## config.mk

```make
export PLATFORM = sky130hd
export DESIGN_NAME = vga_sync_generator
export DESIGN_NICKNAME = d
export VERILOG_FILES = /design/src/rtl/vga_timing_pkg.sv /design/src/rtl/sync_delay_line.sv /design/src/rtl/vga_sync_generator.sv
export SDC_FILE = /design/constraint.sdc
export NUM_CORES = 1
export LEC_CHECK = 0
export ABC_AREA = 1
export CORE_AREA = 2 2 84 54
export CTS_BUF_LIST = sky130_fd_sc_hd__clkbuf_4
export DETAILED_ROUTE_END_ITERATION = 7
export DIE_AREA = 0 0 86 56
export PLACE_DENSITY_LB_ADDON = 0.12
export REMOVE_ABC_BUFFERS = 1
export SLEW_MARGIN = 0
export SYNTH_ARGS = -nofsm -noshare
export SYNTH_HDL_FRONTEND = slang
export SYNTH_SLANG_ARGS = --single-unit
export TNS_END_PERCENT = 1
```

## constraint.sdc

```tcl
create_clock -name clk_in -period 3.1 [get_ports clk_in]
set_input_delay 0.31 -clock clk_in [delete_from_list [all_inputs] [get_ports clk_in]]
set_output_delay 0.31 -clock clk_in [all_outputs]
set_load 0.01 [all_outputs]
```

## src/rtl/vga_timing_pkg.sv

```systemverilog
// Shared 640x480@60Hz raster constants and types for the VGA sync generator.
package vga_timing_pkg;

    localparam int VGA_H_ACTIVE = 640;
    localparam int VGA_H_FRONT  = 16;
    localparam int VGA_H_SYNC   = 96;
    localparam int VGA_H_BACK   = 48;
    localparam int VGA_V_ACTIVE = 480;
    localparam int VGA_V_FRONT  = 10;
    localparam int VGA_V_SYNC   = 2;
    localparam int VGA_V_BACK   = 33;

    localparam int H_TOTAL = VGA_H_ACTIVE + VGA_H_FRONT + VGA_H_SYNC + VGA_H_BACK;
    localparam int V_TOTAL = VGA_V_ACTIVE + VGA_V_FRONT + VGA_V_SYNC + VGA_V_BACK;

    localparam int CNT_W = 10;
    localparam int RGB_W = 6;

    localparam logic [RGB_W-1:0] RGB_WHITE = '1;
    localparam logic [RGB_W-1:0] RGB_BLACK = '0;

    typedef struct packed {
        logic hs;
        logic vs;
        logic act;
    } sync_t;

    localparam int SYNC_W = $bits(sync_t);

endpackage

```

## src/rtl/sync_delay_line.sv

```systemverilog
// Enable-gated shift register that keeps sync/blank decode aligned with the
// PPU pixel pipeline; the reset value is fixed by the parent.
module sync_delay_line #(
    parameter int               DEPTH   = 3,
    parameter int               WIDTH   = 3,
    parameter logic [WIDTH-1:0] RST_VAL = '0
) (
    input  logic             clk_i,
    input  logic             rst_i,
    input  logic             en_i,
    input  logic [WIDTH-1:0] d_i,
    output logic [WIDTH-1:0] q_o
);

    logic [WIDTH-1:0] stage_q [DEPTH];

    always_ff @(posedge clk_i or posedge rst_i) begin
        if (rst_i) begin
            for (int i = 0; i < DEPTH; i++) begin
                stage_q[i] <= RST_VAL;
            end
        end else if (en_i) begin
            stage_q[0] <= d_i;
            for (int i = 1; i < DEPTH; i++) begin
                stage_q[i] <= stage_q[i-1];
            end
        end
    end

    assign q_o = stage_q[DEPTH-1];

endmodule

```

## src/rtl/vga_sync_generator.sv

```systemverilog
// 640x480@60Hz raster counters plus pipeline-aligned hsync/vsync/rgb for the PPU.
// Define VGA_PIXEL_DIV2_EN to run from a 50 MHz clock with a divide-by-two pixel strobe.
module vga_sync_generator
    import vga_timing_pkg::*;
#(
    parameter int   H_ACTIVE    = VGA_H_ACTIVE,
    parameter int   H_FRONT     = VGA_H_FRONT,
    parameter int   H_SYNC      = VGA_H_SYNC,
    parameter int   H_BACK      = VGA_H_BACK,
    parameter int   V_ACTIVE    = VGA_V_ACTIVE,
    parameter int   V_FRONT     = VGA_V_FRONT,
    parameter int   V_SYNC      = VGA_V_SYNC,
    parameter int   V_BACK      = VGA_V_BACK,
    parameter int   PIPE_DELAY  = 3,
    parameter logic SYNC_ACTIVE = 1'b0
) (
    input  logic             clk_in,
    input  logic             reset,
    input  logic             colour_in,
    output logic [CNT_W-1:0] counter_H,
    output logic [CNT_W-1:0] counter_V,
    output logic             hsync,
    output logic             vsync,
    output logic [RGB_W-1:0] rgb,
    output logic             display_on,
    output logic             frame_end
);

    localparam int LOC_H_TOTAL = H_ACTIVE + H_FRONT + H_SYNC + H_BACK;
    localparam int LOC_V_TOTAL = V_ACTIVE + V_FRONT + V_SYNC + V_BACK;

    localparam logic [CNT_W-1:0] CNT_ONE  = CNT_W'(1);
    localparam logic [CNT_W-1:0] H_LAST   = CNT_W'(LOC_H_TOTAL - 1);
    localparam logic [CNT_W-1:0] V_LAST   = CNT_W'(LOC_V_TOTAL - 1);
    localparam logic [CNT_W-1:0] H_VIS    = CNT_W'(H_ACTIVE);
    localparam logic [CNT_W-1:0] V_VIS    = CNT_W'(V_ACTIVE);
    localparam logic [CNT_W-1:0] HS_FIRST = CNT_W'(H_ACTIVE + H_FRONT);
    localparam logic [CNT_W-1:0] HS_LAST  = CNT_W'(H_ACTIVE + H_FRONT + H_SYNC - 1);
    localparam logic [CNT_W-1:0] VS_FIRST = CNT_W'(V_ACTIVE + V_FRONT);
    localparam logic [CNT_W-1:0] VS_LAST  = CNT_W'(V_ACTIVE + V_FRONT + V_SYNC - 1);

    localparam sync_t DLY_RST = '{hs: 1'b0, vs: 1'b0, act: 1'b0};

    logic pix;

`ifdef VGA_PIXEL_DIV2_EN
    logic pix_q;

    always_ff @(posedge clk_in or posedge reset) begin
        if (reset) begin
            pix_q <= 1'b0;
        end else begin
            pix_q <= ~pix_q;
        end
    end

    assign pix = pix_q;
`else
    assign pix = 1'b1;
`endif

    logic [CNT_W-1:0] h_q, h_d;
    logic [CNT_W-1:0] v_q, v_d;
    logic             frame_end_q, frame_end_d;
    logic             hsync_q, hsync_d;
    logic             vsync_q, vsync_d;
    logic             display_on_q, display_on_d;
    logic [RGB_W-1:0] rgb_q, rgb_d;

    sync_t raw;
    sync_t dly;

    always_comb begin
        h_d = h_q + CNT_ONE;
        v_d = v_q;
        if (h_q == H_LAST) begin
            h_d = '0;
            v_d = (v_q == V_LAST) ? '0 : (v_q + CNT_ONE);
        end
        // Decoded from the next count so the registered pulse lines up with (H_LAST, V_LAST).
        frame_end_d = (h_d == H_LAST) && (v_d == V_LAST);
    end

    always_comb begin
        raw.hs  = (h_q >= HS_FIRST) && (h_q <= HS_LAST);
        raw.vs  = (v_q >= VS_FIRST) && (v_q <= VS_LAST);
        raw.act = (h_q < H_VIS) && (v_q < V_VIS);
    end

    sync_delay_line #(
        .DEPTH   (PIPE_DELAY),
        .WIDTH   (SYNC_W),
        .RST_VAL (DLY_RST)
    ) u_sync_delay (
        .clk_i (clk_in),
        .rst_i (reset),
        .en_i  (pix),
        .d_i   (raw),
        .q_o   (dly)
    );

    always_comb begin
        hsync_d      = dly.hs ? SYNC_ACTIVE : ~SYNC_ACTIVE;
        vsync_d      = dly.vs ? SYNC_ACTIVE : ~SYNC_ACTIVE;
        display_on_d = dly.act;
        rgb_d        = RGB_BLACK;
        if (dly.act && colour_in) begin
            rgb_d = RGB_WHITE;
        end
    end

    always_ff @(posedge clk_in or posedge reset) begin
        if (reset) begin
            h_q          <= '0;
            v_q          <= '0;
            frame_end_q  <= 1'b0;
            hsync_q      <= ~SYNC_ACTIVE;
            vsync_q      <= ~SYNC_ACTIVE;
            display_on_q <= 1'b0;
            rgb_q        <= RGB_BLACK;
        end else if (pix) begin
            h_q          <= h_d;
            v_q          <= v_d;
            frame_end_q  <= frame_end_d;
            hsync_q      <= hsync_d;
            vsync_q      <= vsync_d;
            display_on_q <= display_on_d;
            rgb_q        <= rgb_d;
        end
    end

    assign counter_H  = h_q;
    assign counter_V  = v_q;
    assign frame_end  = frame_end_q;
    assign hsync      = hsync_q;
    assign vsync      = vsync_q;
    assign display_on = display_on_q;
    assign rgb        = rgb_q;

endmodule

```

==> results.yml <==
layout:
  diodes: 0
  nets: 265
  area_delta_synth_final_pct: 25.44
  fin_util_pct: 56.18
  layout-drive-gt1-share_pct: 8.949
  stdcell_area_um2: 2240
  fin_cells: 307
clock_network:
  clkTransAtPathRegs_ns: 0.12
  cts_sinks: 34
  cts-htree-levels: 2
  hold_buffers: 0
  clock_insertion_delay_worst_skew_ns: 0.34
  cts.path.max_buffers: 2
  cts_tree: "done"
  clock-root-buffer: "clkbuf_4"
  numCtsBuffers: 5
  ctsResizeCount: 0
  post_cts_buffers: 0
route:
  drt_iter0_markers: 105
  drt_pre_antenna_iters: 4
  vias: 1478
  viasPerCell: 4.814
  wl_um: 3899
  wl_per_cell_um: 12.70
  post-route-drc-count: 0
  ant_nets: 0
placed_design:
  place.port_buffers: 32
  post-place-ws_ns: 1.243
  placed_area_um2: 2138
  place_inst: 299
  dp_hpwl_um: 2958
  place_congestion: 0.8646
sta:
  period_share_pct: 62.80
  slew_headroom_pct: 59.27
  drv_slew: 0
  fin_skew_ns: 0.01458
  tightest_slew_ns: 0.6103
  post-route-min-period_ns: 1.947
  fmax_ghz: 0.5137
  hold_viol: 0
  fin_ws_ns: 1.153
  finalSetupTns_ns: 0
  grt_setup_unrepaired: "false"
  setup_viol: 0
  fin_hold_ws_ns: 0.3331
synthesis:
  yosys_warnings: 0
  synthFlopType: "dfrtp_1"
  synth_edf_count: 0
  yosysSeqAreaShare_pct: 47.79
  ys_ff_latch: 34
  postSynth.asyncResetShare_pct: 100.0
  synthCells: 221
  yosysMostFrequentCell: "nand2_1"
  syn_area_um2: 1785
  yosysUniqueCellTypes: 25
  postSynthAreaPerCell_um2: 8.079
  yosys.area.top_type_share_pct: 44.85
  synth_commonest_cells: "51 x nand2_1, 40 x inv_1, 32 x dfrtp_1, 26 x nor2_1, 25 x nand3_1"
  yosys.area.top_type: "dfrtp_1"
  ys_top_cells_by_area: "dfrtp_1 45%, nand2_1 11%, inv_1 8.4%"
setup_path:
  critPathArrivalTime_ns: 2.22
  endpoint_kind: "flop"
  crit_type: "reg2reg"
  cp_max_fo: 10
  cp-start-kind: "flop"
  required_ns: 3.37
die:
  die_w_um: 86
  core_um2: 3986
  fp.dieH_um: 56
  die_area_um2: 4816
  row_count: 18
  ios: 33
  start_util_pct: 44.79
grt:
  grt_usage_pct: 17.72
  grt.overflow.total: 0
  grt_max_degree: 19
  first_global_vias: 1335
  grt_first_pass_wirelength_um: 6520
  antenna_found_initial: 0
power_and_ir_drop:
  p_leak_nw: 1.172
  clockPowerShare_pct: 46.5
  power.share.sequential_pct: 51.0
  switchingPower_mw: 0.1701
  switching_share_pct: 19.50
  finalPower_mw: 0.8723
  peakVddDrop_v: 0.0002608
  p_comb_share_pct: 2.5
  p_per_area_nw_per_um2: 389.5
  intPower_mw: 0.7022
run_status:
  outcome: "complete, no violations"
flow_run:
  max-cap-violations: 0
min_path:
  min_path_type: "in2async"
-- sequential cells by signal, summed over array words and instances (netlist names), 3 cells and up --
name	cells
counter_H	10
counter_V	10
u_sync_delay.stage_q	6
u_sync_delay.q_o	3
-- worst max-delay path, cell delays in order, from the launching register on --
cell	delay [ns]
dfrtp_1	0.47
ha_1	0.23
nand2_2	0.11
nor2_8	0.20
inv_4	0.07
nor2_8	0.17
nand3_1	0.09
nand2_1	0.10
nand2_1	0.06
nor2_1	0.15
nand3_1	0.12
nor2_1	0.10
-- cells in the final DEF (no fill, tap or decap) --
| master | netlist | layout |
|---|---|---|
| nor3_2 | 1 | 1 |
| inv_4 | 1 | 1 |
| a21oi_1 | 1 | 1 |
| o211a_1 | 2 | 2 |
| and2_1 | 1 | 1 |
| xor2_1 | 2 | 2 |
| dfrtp_1 | 32 | 32 |
| clkdlybuf4s50_1 | 0 | 32 |
| clkbuf_4 | 0 | 5 |
| nor2_1 | 26 | 26 |
| nand2_2 | 3 | 3 |
| clkinv_1 | 0 | 1 |
| inv_1 | 40 | 40 |
| or2_2 | 1 | 1 |
| nand4_1 | 6 | 6 |
| nand3_1 | 25 | 25 |
| dfstp_2 | 2 | 2 |
| nor2_4 | 1 | 1 |
| buf_4 | 5 | 1 |
| nand3_2 | 2 | 2 |
| o21ai_0 | 4 | 4 |
| ha_1 | 6 | 6 |
| nor3_1 | 4 | 4 |
| nand2_1 | 51 | 51 |
| inv_2 | 1 | 1 |
| bufinv_16 | 0 | 2 |
| nor2_8 | 2 | 2 |
| nor2_2 | 1 | 1 |
| nor4_1 | 1 | 1 |
-- cell families after synthesis --
group	Yosys count	synth area share (%)
adders and majority gates	6	4.205
DFF	34	47.79
xor gates and xnor gates	2	0.9813
buffers and inverters	47	11.07
AOI/OAI and AO/OA	7	2.523
and+or+nand+nor	125	33.43
-- metal layers --
layer | GRT usage [%] | vias to the layer above | routed length [µm]
met4 | 4.989 | 0 | 34
met5 | 0 | - | 0
met3 | 6.083 | 5 | 271
met1 | 29.25 | 661 | 2143
met2 | 20.60 | 55 | 1450
li1 | - | 757 | -
-- power groups by stage --
stage          Combinational, mW  Clock [mW]  Sequential (mW)
4_1_cts                   0.0230       0.416            0.445
6_report                  0.0220       0.405            0.445
5_1_grt                   0.0249       0.438            0.445
3_3_place_gp              0.0229           0            0.453
2_1_floorplan            0.00696           0            0.456
3_5_place_dp              0.0229           0            0.453
-- path summary, 6_finish.rpt --
check                                   startpoint             endpoint  slack (ns)  cells after the start
max                                   counter_H[1]            frame_end        1.15                     11
min                                          reset         counter_H[8]        0.33                      2
max reg2reg                           counter_H[1]            frame_end        1.15                     11
min reg2reg                u_sync_delay.stage_q[5]  u_sync_delay.q_o[2]        0.36                      0
max in group asynchronous                    reset                vsync        2.03                      3
min in group clk_in        u_sync_delay.stage_q[5]  u_sync_delay.q_o[2]        0.36                      0
-- cell type report --
type | instances | area [µm²]
Fill cell | 362 | 1747
Clock buffer | 5 | 37.54
Inverter | 42 | 160.2
Clock inverter | 3 | 63.81
Sequential cell | 34 | 853.3
Timing Repair Buffer | 33 | 327.8
Tap cell | 50 | 62.56
Multi-Input combinational cell | 140 | 734.5
Power figures use the tool's default switching activity.
==> patch 1: new RTL, same settings <==
Set the parameter `SYNC_ACTIVE` to 1'b1 (it was 1'b0).
--- a/src/rtl/vga_sync_generator.sv
+++ b/src/rtl/vga_sync_generator.sv
@@ -12,7 +12,7 @@
     parameter int   V_SYNC      = VGA_V_SYNC,
     parameter int   V_BACK      = VGA_V_BACK,
     parameter int   PIPE_DELAY  = 3,
-    parameter logic SYNC_ACTIVE = 1'b0
+    parameter logic SYNC_ACTIVE = 1'b1
 ) (
     input  logic             clk_in,
     input  logic             reset,
Behaviour: not the same (a bounded check fails within 4 cycles, from zero or initial values and one cycle with reset high).
==> patch 1 against the original RTL <==
- final area up 1.4%
- routed wire length up 3.7%
- hold slack better by 0.0017 ns
- area after synthesis up 1.8%
- power up 1.8%
- sequential cell count unchanged
- critical path type unchanged
- worst setup slack better by 0.10 ns
- critical endpoint unchanged
- sequential share of layout area down 0.63 points
- highest routed layer unchanged
==> patch 1: results (changes against the original RTL) <==
<table>
<tr><th>Metric</th><th>Value</th></tr>
<tr><th colspan="2">Global routing</th></tr>
<tr><td>Overall track demand over capacity in global routing</td><td>18.7% (was 17.7%)</td></tr>
<tr><td>Pin count of the biggest net entering global routing</td><td>35 (was 19)</td></tr>
<tr><td>Number of global-route vias before repair</td><td>1,336 (was 1,335)</td></tr>
<tr><td>First-pass GRT wire length</td><td>6.92 mm (was 6.52 mm)</td></tr>
<tr><th colspan="2">Timing</th></tr>
<tr><td>Final min period</td><td>1.84 ns (was 1.95 ns)</td></tr>
<tr><td>Layout Skew</td><td>0.0109 ns (was 0.0146 ns)</td></tr>
<tr><td>Max-slew headroom</td><td>71.3% (was 59.3%)</td></tr>
<tr><th colspan="2">Placed design</th></tr>
<tr><td>Placer's final routability congestion estimate</td><td>0.862 (was 0.865)</td></tr>
<tr><td>Total placed cells including tap cells</td><td>294 (was 299)</td></tr>
<tr><td>HPWL Detailed</td><td>3.06 mm (was 2.96 mm)</td></tr>
<tr><th colspan="2">Critical path</th></tr>
<tr><td>Data arrival time of the critical path</td><td>2.13 ns (was 2.22 ns)</td></tr>
<tr><td>Start point of the critical path</td><td>counter_H[0]$_DFF_PP0_ (was counter_H[1]$_DFF_PP0_)</td></tr>
<tr><td>Highest net fanout along the worst path</td><td>9 (was 10)</td></tr>
<tr><td>Length in cells of the worst reg-to-reg path</td><td>8 (was 11)</td></tr>
<tr><th colspan="2">Final layout</th></tr>
<tr><td>Fillers</td><td>368 (was 362)</td></tr>
<tr><td>Number of nets in the layout</td><td>260 (was 265)</td></tr>
<tr><td>Antenna Diode Count</td><td>0 (unchanged)</td></tr>
<tr><td>Share of layout cells above drive strength 1</td><td>12.3% (was 8.95%)</td></tr>
<tr><th colspan="2">Synth</th></tr>
<tr><td>Synth cell count leaders</td><td>nand2_1 (50), dfrtp_1 (34), inv_1 (29), nor2_1 (27), nand3_1 (18) (was nand2_1 (51), inv_1 (40), dfrtp_1 (32), nor2_1 (26), nand3_1 (25))</td></tr>
<tr><td>Share of synthesized area occupied by flip-flops and latches</td><td>46.8% (was 47.8%)</td></tr>
<tr><td>Mapped Cells</td><td>217 (was 221)</td></tr>
<tr><td>Count of cell types in the netlist</td><td>30 (was 25)</td></tr>
<tr><th colspan="2">Detailed routing</th></tr>
<tr><td>Vias after detailed routing</td><td>1,486 (was 1,478)</td></tr>
<tr><td>Number of DRC markers in iteration 0</td><td>73 (was 105)</td></tr>
<tr><td>Aggregate routed wire length</td><td>4.04 mm (was 3.90 mm)</td></tr>
<tr><th colspan="2">Run status</th></tr>
<tr><td>Result of the run</td><td>finished clean (unchanged)</td></tr>
<tr><th colspan="2">Power and ir drop</th></tr>
<tr><td>Leak pwr</td><td>0.00117 uW (about the same)</td></tr>
</table>
==> patch 1: changes by cell type in the layout (fill, tap and decap cells not counted), sizes merged, moves of 2 or more <==
cell,delta
o21ai,-2
nand3,-7
dfstp,-2
inv,-10
nor2,+7
dfrtp,+2
o21bai,+3
xor2,+2
nor3,+2
==> patch 1: per-stage QoR <==
step / hold slack [ns] / utilization [%] / cell area, sq um / total power (uW)
global placement: 0.332 / 54.3 / 2160 / 477
detailed placement: 0.335 / 54.3 / 2160 / 477
floorplan: 0.331 / - / 1770 / 463
global route: 0.370 / 57.0 / 2270 / 921
finish: 0.335 / 57.0 / 2270 / 888
CTS: 0.356 / 57.0 / 2270 / 896
==> patch 1: per-layer routing <==
metal	wire [microns]	GRT usage, %
met3	371	7.42
met5	0	0
met1	2150	29.8
met4	42	5.22
met2	1480	22.1
==> patch 1: cells by family (layout without fill, tap and decap cells) <==
logic type               Yosys count  count (layout)  synth area share, %
AND/OR/NAND/NOR                  125             125                 34.2
buffers and inverters             39              74                 9.23
flip-flops                        34              34                 46.8
XOR/XNOR                           5               5                 2.41
AO/OA/AOI/OAI                      8               8                 3.17
adder cells (fa/ha/maj)            6               6                 4.13
==> patch 1: area by class of cell <==
type | instances | area share (%)
clock buffer | 5 | 1.65
clock inverter | 3 | 3.03
inverter | 33 | 5.51
multi-input combinational | 144 | 35.2
sequential | 34 | 37.5
tap | 50 | 2.75
timing repair buffer | 33 | 14.4
==> patch 1: critical path, stage by stage, from the launching register on <==
cell and delay [ns]:
dfrtp_1 0.46, ha_1 0.24, nand2_4 0.10, nor2_8 0.16, nand3_4 0.16, nor3_1 0.27, xnor2_1 0.18, nand3_1 0.10
nor2_1 0.11
==> patch 1: report_power, final <==
group / internal (uW) / switching [uW] / total (uW) / leakage (uW)
registers: 444 / 0.883 / 445 / 0.000437
logic: 9.83 / 12.4 / 22.2 / 0.000676
clock network: 252 / 169 / 421 / 0.0000554
==> patch 1: worst min-delay path by stage <==
stage | start | to | cells past startpoint
global route | reset | counter_H[0]$_DFF_PP0_ | 3
global placement | u_sync_delay.stage_q[3]$_DFF_PP0_ | u_sync_delay.q_o[0]$_DFF_PP0_ | 0
CTS | reset | u_sync_delay.stage_q[4]$_DFF_PP0_ | 3
detailed placement | u_sync_delay.stage_q[8]$_DFF_PP0_ | u_sync_delay.stage_q[5]$_DFF_PP0_ | 0
finish | reset | counter_V[0]$_DFF_PP0_ | 3
floorplan | u_sync_delay.q_o[2]$_DFF_PP0_ | hsync$_DFF_PP0_ | 0
==> patch 2: new RTL, same flow settings <==
Made on the original files. Put one more register stage on the output `counter_V`. The value now appears one clock later. The other outputs are not delayed to match.
--- a/src/rtl/vga_sync_generator.sv
+++ b/src/rtl/vga_sync_generator.sv
@@ -130,7 +130,9 @@
     end
 
     assign counter_H  = h_q;
-    assign counter_V  = v_q;
+    always_ff @(posedge clk_in) begin
+        counter_V <= v_q;
+    end
     assign frame_end  = frame_end_q;
     assign hsync      = hsync_q;
     assign vsync      = vsync_q;
Formal check against the unedited RTL: same outputs for any inputs over 10 cycles, from zero or initial values and one cycle with reset high; that may be too few to reach the edited logic, so the function may still have changed.
==> patch 2 against the original RTL <==
- clock power down 9.4%
- via count increased by 4.2%
- die area stayed put
- final cell count rose by 3.3%
- sequential cell count rose by 10
- sequential share of layout area up 5.4 points
- worst setup slack improved by 0.062 ns
- final area grew 8.2%
- area after synthesis up 11%
- routed wire length rose by 2.3%
- power is 10% higher
- sequential power rose by 29%
- critical path type unchanged
- largest cell class unchanged
- largest power group unchanged
- highest routed layer unchanged
==> patch 2: results (changes against the original RTL) <==
<table>
<tr><th>Metric</th><th>Value</th></tr>
<tr><th colspan="2">Power and ir drop</th></tr>
<tr><td>IR drop worst, VDD</td><td>0.226 mV (was 0.261 mV)</td></tr>
<tr><td>Internal power summed over all cells</td><td>755 uW (was 702 uW)</td></tr>
<tr><td>Logic pwr share</td><td>2.3% (was 2.5%)</td></tr>
<tr><td>Leak pwr</td><td>0.00124 uW (was 0.00117 uW)</td></tr>
<tr><th colspan="2">Global routing</th></tr>
<tr><td>Number of global-route vias before repair</td><td>1,426 (was 1,335)</td></tr>
<tr><td>Overall track demand over capacity in global routing</td><td>18.7% (was 17.7%)</td></tr>
<tr><th colspan="2">Timing</th></tr>
<tr><td>Layout Skew</td><td>0.0120 ns (was 0.0146 ns)</td></tr>
<tr><td>Slew at the pin closest to its max-slew limit</td><td>0.643 ns (was 0.610 ns)</td></tr>
<tr><td>Final-layout worst hold slack</td><td>0.323 ns (was 0.333 ns)</td></tr>
<tr><td>Max Fclk</td><td>0.531 GHz (was 0.514 GHz)</td></tr>
<tr><th colspan="2">Synth</th></tr>
<tr><td>Share of synthesized area occupied by flip-flops and latches</td><td>53.1% (was 47.8%)</td></tr>
<tr><td>Count of cell types in the netlist</td><td>26 (was 25)</td></tr>
<tr><td>Fraction of registers with async set/reset</td><td>77.3% (was 100%)</td></tr>
<tr><td>Syn Area/Cell</td><td>8.60 sq um (was 8.08 sq um)</td></tr>
<tr><th colspan="2">Placed design</th></tr>
<tr><td>Worst slack after detailed placement</td><td>1.29 ns (was 1.24 ns)</td></tr>
<tr><td>Total placed cells including tap cells</td><td>309 (was 299)</td></tr>
<tr><td>Placed instance area</td><td>2340 sq um (was 2140 sq um)</td></tr>
<tr><td>HPWL Detailed</td><td>3.01 mm (was 2.96 mm)</td></tr>
<tr><td>Placer's final routability congestion estimate</td><td>0.850 (was 0.865)</td></tr>
<tr><th colspan="2">Run status</th></tr>
<tr><td>Result of the run</td><td>finished clean (unchanged)</td></tr>
<tr><th colspan="2">Detailed routing</th></tr>
<tr><td>Detailed route wirelength on metal2</td><td>1.48 mm (was 1.45 mm)</td></tr>
<tr><td>Wire length the detailed router placed on met1</td><td>2.10 mm (was 2.14 mm)</td></tr>
<tr><td>DR vias/cell</td><td>4.86 (was 4.81)</td></tr>
<tr><td>Number of DRC markers in iteration 0</td><td>152 (was 105)</td></tr>
<tr><th colspan="2">Critical path</th></tr>
<tr><td>Length in cells of the worst reg-to-reg path</td><td>9 (was 11)</td></tr>
<tr><td>Data arrival time of the critical path</td><td>2.19 ns (was 2.22 ns)</td></tr>
<tr><th colspan="2">Final layout</th></tr>
<tr><td>Share of layout cells above drive strength 1</td><td>8.99% (was 8.95%)</td></tr>
<tr><td>Filler-free cell count of the finished design</td><td>317 (was 307)</td></tr>
<tr><td>Number of nets in the layout</td><td>275 (was 265)</td></tr>
</table>
## patch 2: final cells by class
| cell class | count | area, sq um |
|---|---|---|
| timing repair buffer | 33 | 328 |
| sequential | 44 | 1050 |
| inverter | 42 | 160 |
| clock buffer | 5 | 37.5 |
| clock inverter | 3 | 46.3 |
| multi-input combinational | 140 | 734 |
| fill | 363 | 1560 |
| tap | 50 | 62.6 |
## patch 2: cells by family (layout without fill, tap and decap cells)
kind of cell,Yosys count,in the layout
DFF,44,44
AOI/OAI and AO/OA,7,7
buffers and inverters,47,83
adders and majority gates,6,6
and+or+nand+nor,125,125
xor gates and xnor gates,2,2
## patch 2: worst max-delay path: stages, from the launching register on
cell and delay (ns):
dfrtp_1 0.46, ha_1 0.22, nand2_2 0.11, nor2_8 0.19, inv_4 0.07, nor2_8 0.18, nand2_1 0.09, xor2_1 0.21
nand3_1 0.16, nor2_1 0.13
## patch 2: metal layers
layer	GRT usage (%)	up-vias
met5	0	-
met4	6.35	0
met3	5.04	5
met2	23.5	61
met1	29.9	694
li1	-	780
